**config.mk**
```make
export PLATFORM = sky130hd
export DESIGN_NAME = srv6_encap
export DESIGN_NICKNAME = d
export VERILOG_FILES = /design/src/rtl/srv6_encap.sv
export SDC_FILE = /design/constraint.sdc
export NUM_CORES = 2
export LEC_CHECK = 0
export CORE_AREA = 10 10 497 499
export CTS_BUF_LIST = sky130_fd_sc_hd__clkbuf_16
export CTS_CLUSTER_SIZE = 10
export DETAILED_ROUTE_END_ITERATION = 8
export DIE_AREA = 0 0 507 509
export GPL_ROUTABILITY_DRIVEN = 0
export SLEW_MARGIN = 20
export SYNTH_ARGS = -nofsm -noshare
export SYNTH_HDL_FRONTEND = slang
export SYNTH_SLANG_ARGS = --single-unit
```
**constraint.sdc**
```tcl
create_clock -name clk -period 4.35 [get_ports clk]
set_input_delay 0.87 -clock clk [delete_from_list [all_inputs] [get_ports clk]]
set_output_delay 0.87 -clock clk [all_outputs]
set_load 0.02 [all_outputs]
```
**src/rtl/srv6_encap.sv**
```systemverilog
// SRv6 headend (H.Insert): inserts an SRH with 1..3 segments into an IPv6 packet
// carried on a 512-bit beat stream and re-aligns the payload behind it.
module srv6_encap #(
    parameter int unsigned ROUTING_TYPE = 4,
    parameter logic [15:0] SRH_TAG      = 16'h0000
) (
    input  logic         clk,
    input  logic         reset,
    input  logic [511:0] din,
    input  logic         valid,
    output logic         ready,
    input  logic         encap_en,
    input  logic [1:0]   seg_num,
    input  logic [255:0] seg_list,
    output logic [511:0] dout,
    output logic         we
);

    // state  | meaning
    // IDLE   | waiting for a header beat
    // DATA   | consuming payload beats, emitting re-aligned beats
    // TAIL   | emitting the extra final beat, input stalled
    // BYPASS | passing a packet through unchanged
    typedef enum logic [1:0] {IDLE, DATA, TAIL, BYPASS} state_t;

    localparam logic [7:0] RT = 8'(ROUTING_TYPE);

    state_t         state_q, state_d;
    logic [511:0]   dout_q, dout_d;
    logic           we_q, we_d;
    logic [511:0]   prev_q, prev_d;
    logic [10:0]    k_q, k_d;
    logic [16:0]    in_len_q, in_len_d;
    logic [16:0]    out_len_q, out_len_d;
    logic [1:0]     n_q, n_d;

    logic [15:0]    pl;
    logic [7:0]     nh;
    logic [16:0]    new_pl, hdr_in_len, hdr_out_len;
    logic           do_bypass;
    logic [127:0]   sl_last;
    logic [511:0]   beat0, resid, cur, mask, realigned;
    logic [5:0]     off;
    logic [9:0]     sh;
    logic [16:0]    rem, beat_end;

    always_comb begin
        state_d   = state_q;
        dout_d    = dout_q;
        we_d      = 1'b0;
        prev_d    = prev_q;
        k_d       = k_q;
        in_len_d  = in_len_q;
        out_len_d = out_len_q;
        n_d       = n_q;

        pl          = din[479:464];
        nh          = din[463:456];
        new_pl      = {1'b0, pl} + 17'd8 + {11'd0, seg_num, 4'd0};
        hdr_in_len  = {1'b0, pl} + 17'd40;
        hdr_out_len = new_pl + 17'd40;
        do_bypass   = !encap_en || (nh == 8'd43) || (seg_num == 2'd0) || new_pl[16];

        case (seg_num)
            2'd2:    sl_last = seg_list[255:128];
            2'd3:    sl_last = seg_list[127:0];
            default: sl_last = din[319:192];
        endcase

        beat0 = {din[511:480], new_pl[15:0], 8'd43, din[455:320], sl_last,
                 nh, {5'd0, seg_num, 1'b0}, RT, {6'd0, seg_num - 2'd1},
                 {6'd0, seg_num - 2'd1}, 8'd0, SRH_TAG, din[319:192]};

        // Synthetic previous beat: SL[1..N-1] sit just ahead of the payload so that
        // the generic shift window places them at output bytes 64.. of beat 1.
        resid = {64'd0, seg_list[255:128],
                 (seg_num == 2'd3) ? seg_list[127:0] : seg_list[255:128],
                 din[191:0]};

        off       = 6'd56 - {n_q, 4'd0};
        sh        = {1'b0, off, 3'd0};
        cur       = (state_q == TAIL) ? '0 : din;
        rem       = out_len_q - {k_q, 6'd0};
        mask      = (rem < 17'd64) ? ~({512{1'b1}} >> {rem[5:0], 3'd0}) : {512{1'b1}};
        realigned = ((prev_q << sh) | (cur >> (10'd512 - sh))) & mask;
        beat_end  = {k_q + 11'd1, 6'd0};

        unique case (state_q)
            IDLE: begin
                if (valid) begin
                    we_d      = 1'b1;
                    k_d       = 11'd1;
                    in_len_d  = hdr_in_len;
                    out_len_d = hdr_out_len;
                    n_d       = seg_num;
                    if (do_bypass) begin
                        dout_d  = din;
                        state_d = (hdr_in_len > 17'd64) ? BYPASS : IDLE;
                    end else begin
                        dout_d = beat0;
                        prev_d = resid;
                        if (hdr_in_len > 17'd64)
                            state_d = DATA;
                        else if (hdr_out_len > 17'd64)
                            state_d = TAIL;
                        else
                            state_d = IDLE;
                    end
                end
            end
            DATA: begin
                if (valid) begin
                    we_d   = 1'b1;
                    dout_d = realigned;
                    prev_d = din;
                    k_d    = k_q + 11'd1;
                    if (beat_end >= in_len_q)
                        state_d = (beat_end < out_len_q) ? TAIL : IDLE;
                end
            end
            TAIL: begin
                we_d    = 1'b1;
                dout_d  = realigned;
                state_d = IDLE;
            end
            BYPASS: begin
                if (valid) begin
                    we_d   = 1'b1;
                    dout_d = din;
                    k_d    = k_q + 11'd1;
                    if (beat_end >= in_len_q)
                        state_d = IDLE;
                end
            end
            default: state_d = IDLE;
        endcase
    end

    always_ff @(posedge clk) begin
        if (!reset) begin
            state_q   <= IDLE;
            dout_q    <= '0;
            we_q      <= 1'b0;
            prev_q    <= '0;
            k_q       <= '0;
            in_len_q  <= '0;
            out_len_q <= '0;
            n_q       <= '0;
        end else begin
            state_q   <= state_d;
            dout_q    <= dout_d;
            we_q      <= we_d;
            prev_q    <= prev_d;
            k_q       <= k_d;
            in_len_q  <= in_len_d;
            out_len_q <= out_len_d;
            n_q       <= n_d;
        end
    end

    assign ready = (state_q != TAIL);
    assign dout  = dout_q;
    assign we    = we_q;

endmodule

```
==> impl_metrics.yaml <==
yosys:
  synth_top_area_cell: "dfxtp_1"
  async_reset_ff_share_pct: 0
  synth_cells: 8763
  syn_area_mm2: 0.0651
  synth-seq-cells: 1007
  yosysWarnings: 0
  synth.distinct_cells: 85
  avgSynthCellArea_um2: 7.43
  synthTopCellsByArea: "dfxtp_1, mux2i_1, a21oi_1"
  synth_edf_count: 0
  synth_common_cells: "nand2_1, a21oi_1, dfxtp_1"
  synth_nets: 9583
  synth_most_common_cell: "nand2_1"
  synth_top_flop_cell: "dfxtp_1"
  ys_seq_area_share_pct: 31.0
  netlist.area_leader.share_pct: 31.0
sta:
  fmax_mhz: 231
  worst_hold_slack_ns: 0.455
  slew_viol_final: 0
  setup_tns_ns: 0
  period_minus_slack_ns: 4.32
  min_period_over_period_pct: 99.3
  rsz0062_at_grt: "false"
  tightest_slew_ns: 1.19
  setup_ws_ns: 0.0287
  hold_violations: 0
  setup_violations: 0
  clock-skew-final_ns: 0.0273
  slew_headroom_pct: 20.7
global_route:
  grt.total_usage_pct: 29.5
  gr-total-overflow: 0
  antenna_found_initial: 128
  grt_max_degree: 214
  grt_pass1_wl_um: 564000
  grt_pass1_vias: 73100
layout:
  multiInputGateArea_mm2: 0.0415
  n_fill_cell: 24600
  regArea_mm2: 0.0202
  synthToLayoutAreaGrowth_pct: 32.8
  layout.nets: 10400
  drive_gt1_share_pct: 6.83
clock_network:
  htreeDepth: 4
  cts-resized-gates: 0
  cts_setup_buffers: 0
  cts_sinks: 1007
  clock_path_buffers: 3
  numCtsBuffers: 134
  cts_hold_buf: 0
  cts.reportedPaths.clkPinSlew_ns: 0.06
  clk_latency_ns: 0.80
  cts_root_buffer: "clkbuf_16"
  cts_tree: "done"
drt:
  viasPerCell: 6.01
  dr.pass1.iters: 6
  drt_iter0_drc: 10200
  wl_um: 407000
  drc: 0
  post_drt_wl_per_cell_um: 31.4
  ant_nets: 0
  vias: 77900
worst_setup_path:
  cp_slowest_cell: "o211ai_1"
  cp.required_ns: 5.01
  cp-start-kind: "flop"
  ff2ff_setup_slack_ns: 0.03
  arrival_ns: 4.98
  cp_max_fo: 83
  worstRegToRegCells: 12
  end_kind: "flop"
  slowest_delay_ns: 0.69
  criticalPathCategory: "flop to flop"
  crit_chain: "inv_1, ha_1, fa_1, nor2b_1, o311ai_1, a211o_1, a311oi_2, o211a_1, nand3_4, buf_12, o211ai_1, a31oi_1"
floorplanning:
  start_util_pct: 27.5
  die_w_um: 507
  fp.dieArea_mm2: 0.258
  core_area_mm2: 0.237
  design.portCount: 1288
  die_h_um: 509
  floorplan.rows: 179
placed_design:
  io_buffers: 1287
  place_ws_ns: 0.245
  hpwl_um: 298000
flow_run:
  cap_violations: 0
power:
  p_per_area_mw_per_mm2: 661
  p_leak_nw: 29.9
  vdd_ir_drop_max_mv: 0.589
hold_path:
  hold_path.class: "flop to flop"
  whs_path_depth: 2
outcome:
  outcome: "finished clean"
-- per-stage QoR --
stage	instance area (um^2)	power [mW]	std cells	util [%]
2_1_floorplan	65100	31.3	8763	-
3_3_place_gp	82100	45.5	12600	34.7
3_5_place_dp	82200	45.7	12600	34.7
4_1_cts	86200	56.6	12900	36.4
5_1_grt	86300	59.5	12900	36.4
6_report	86400	57.1	12900	36.5
-- metal layers --
layer  share of wire [%]  GRT usage (%)  routed length (um)
met2                  43           44.7              175000
met1                  37           35.4              152000
met5                0.11              0                 460
met4                 7.9           20.6               32000
met3                  12           9.21               47500
-- cell usage in the layout (no fill, tap or decap), types with 42 or more instances in the layout --
master,synthesis,routed
nand2_1,1382,1378
clkdlybuf4s50_1,0,1286
a21oi_1,1102,1100
dfxtp_1,1007,1004
o21ai_0,841,841
mux2i_1,808,807
nor2_1,613,606
buf_4,3,258
a211oi_1,218,217
a22o_1,215,215
o211ai_1,192,192
nand3_1,170,170
a31oi_1,154,154
clkbuf_16,0,140
a22oi_1,135,135
and3_1,108,108
diode_2,0,82
inv_1,49,78
buf_12,1,77
o22ai_1,75,75
o21ai_1,72,70
nor2b_1,69,68
a32oi_1,52,52
o2111a_1,49,49
o221ai_1,42,42
-- worst max-delay path: cells and delay by family (launching register included) --
family	cells	cell delay, ns
AO/OA/AOI/OAI	6	2.25
adder cells (fa/ha/maj)	2	0.68
buffers and inverters	2	0.33
flip-flops	1	0.36
AND/OR/NAND/NOR	2	0.34
-- report_power, final --
part | internal [mW] | total, mW | switching [mW]
clock network | 6.06 | 10.7 | 4.67
logic | 11.3 | 32.5 | 21.2
registers | 11.7 | 13.8 | 2.09
-- state kept, by name, summed over array words and instances (netlist names) --
signal     flops
out_len_q     14
k_q           11
dout         512
n_q            2
state_q        2
we             1
in_len_q      17
prev_q       448
-- area by class of cell --
cell class	instances	share of cell area (%)
inverter	51	0.239
multi-input combinational	6796	48.0
antenna	82	0.237
sequential	1007	23.3
clock inverter	82	0.624
timing repair buffer	1622	18.9
clock buffer	140	4.05
tap	3167	4.59
-- final timing paths --
check,startpoint,endpoint
min reg2reg,dout[459],dout[459]
min,dout[459],dout[459]
max,out_len_q[6],dout[188]
max reg2reg,out_len_q[6],dout[188]
-- cells by family (layout without fill, tap and decap cells) --
group	Yosys count	count (layout)	synth area share, %
flops	1007	1007	31.0
buf+inv	960	1895	5.74
fa+ha+maj	46	46	0.907
simple gates	2519	2519	16.8
xor+xnor	36	36	0.484
other cells	0	82	0
mux	847	847	13.1
compound gates	3348	3348	32.0
Note: power is estimated with default switching activity, not from simulation.
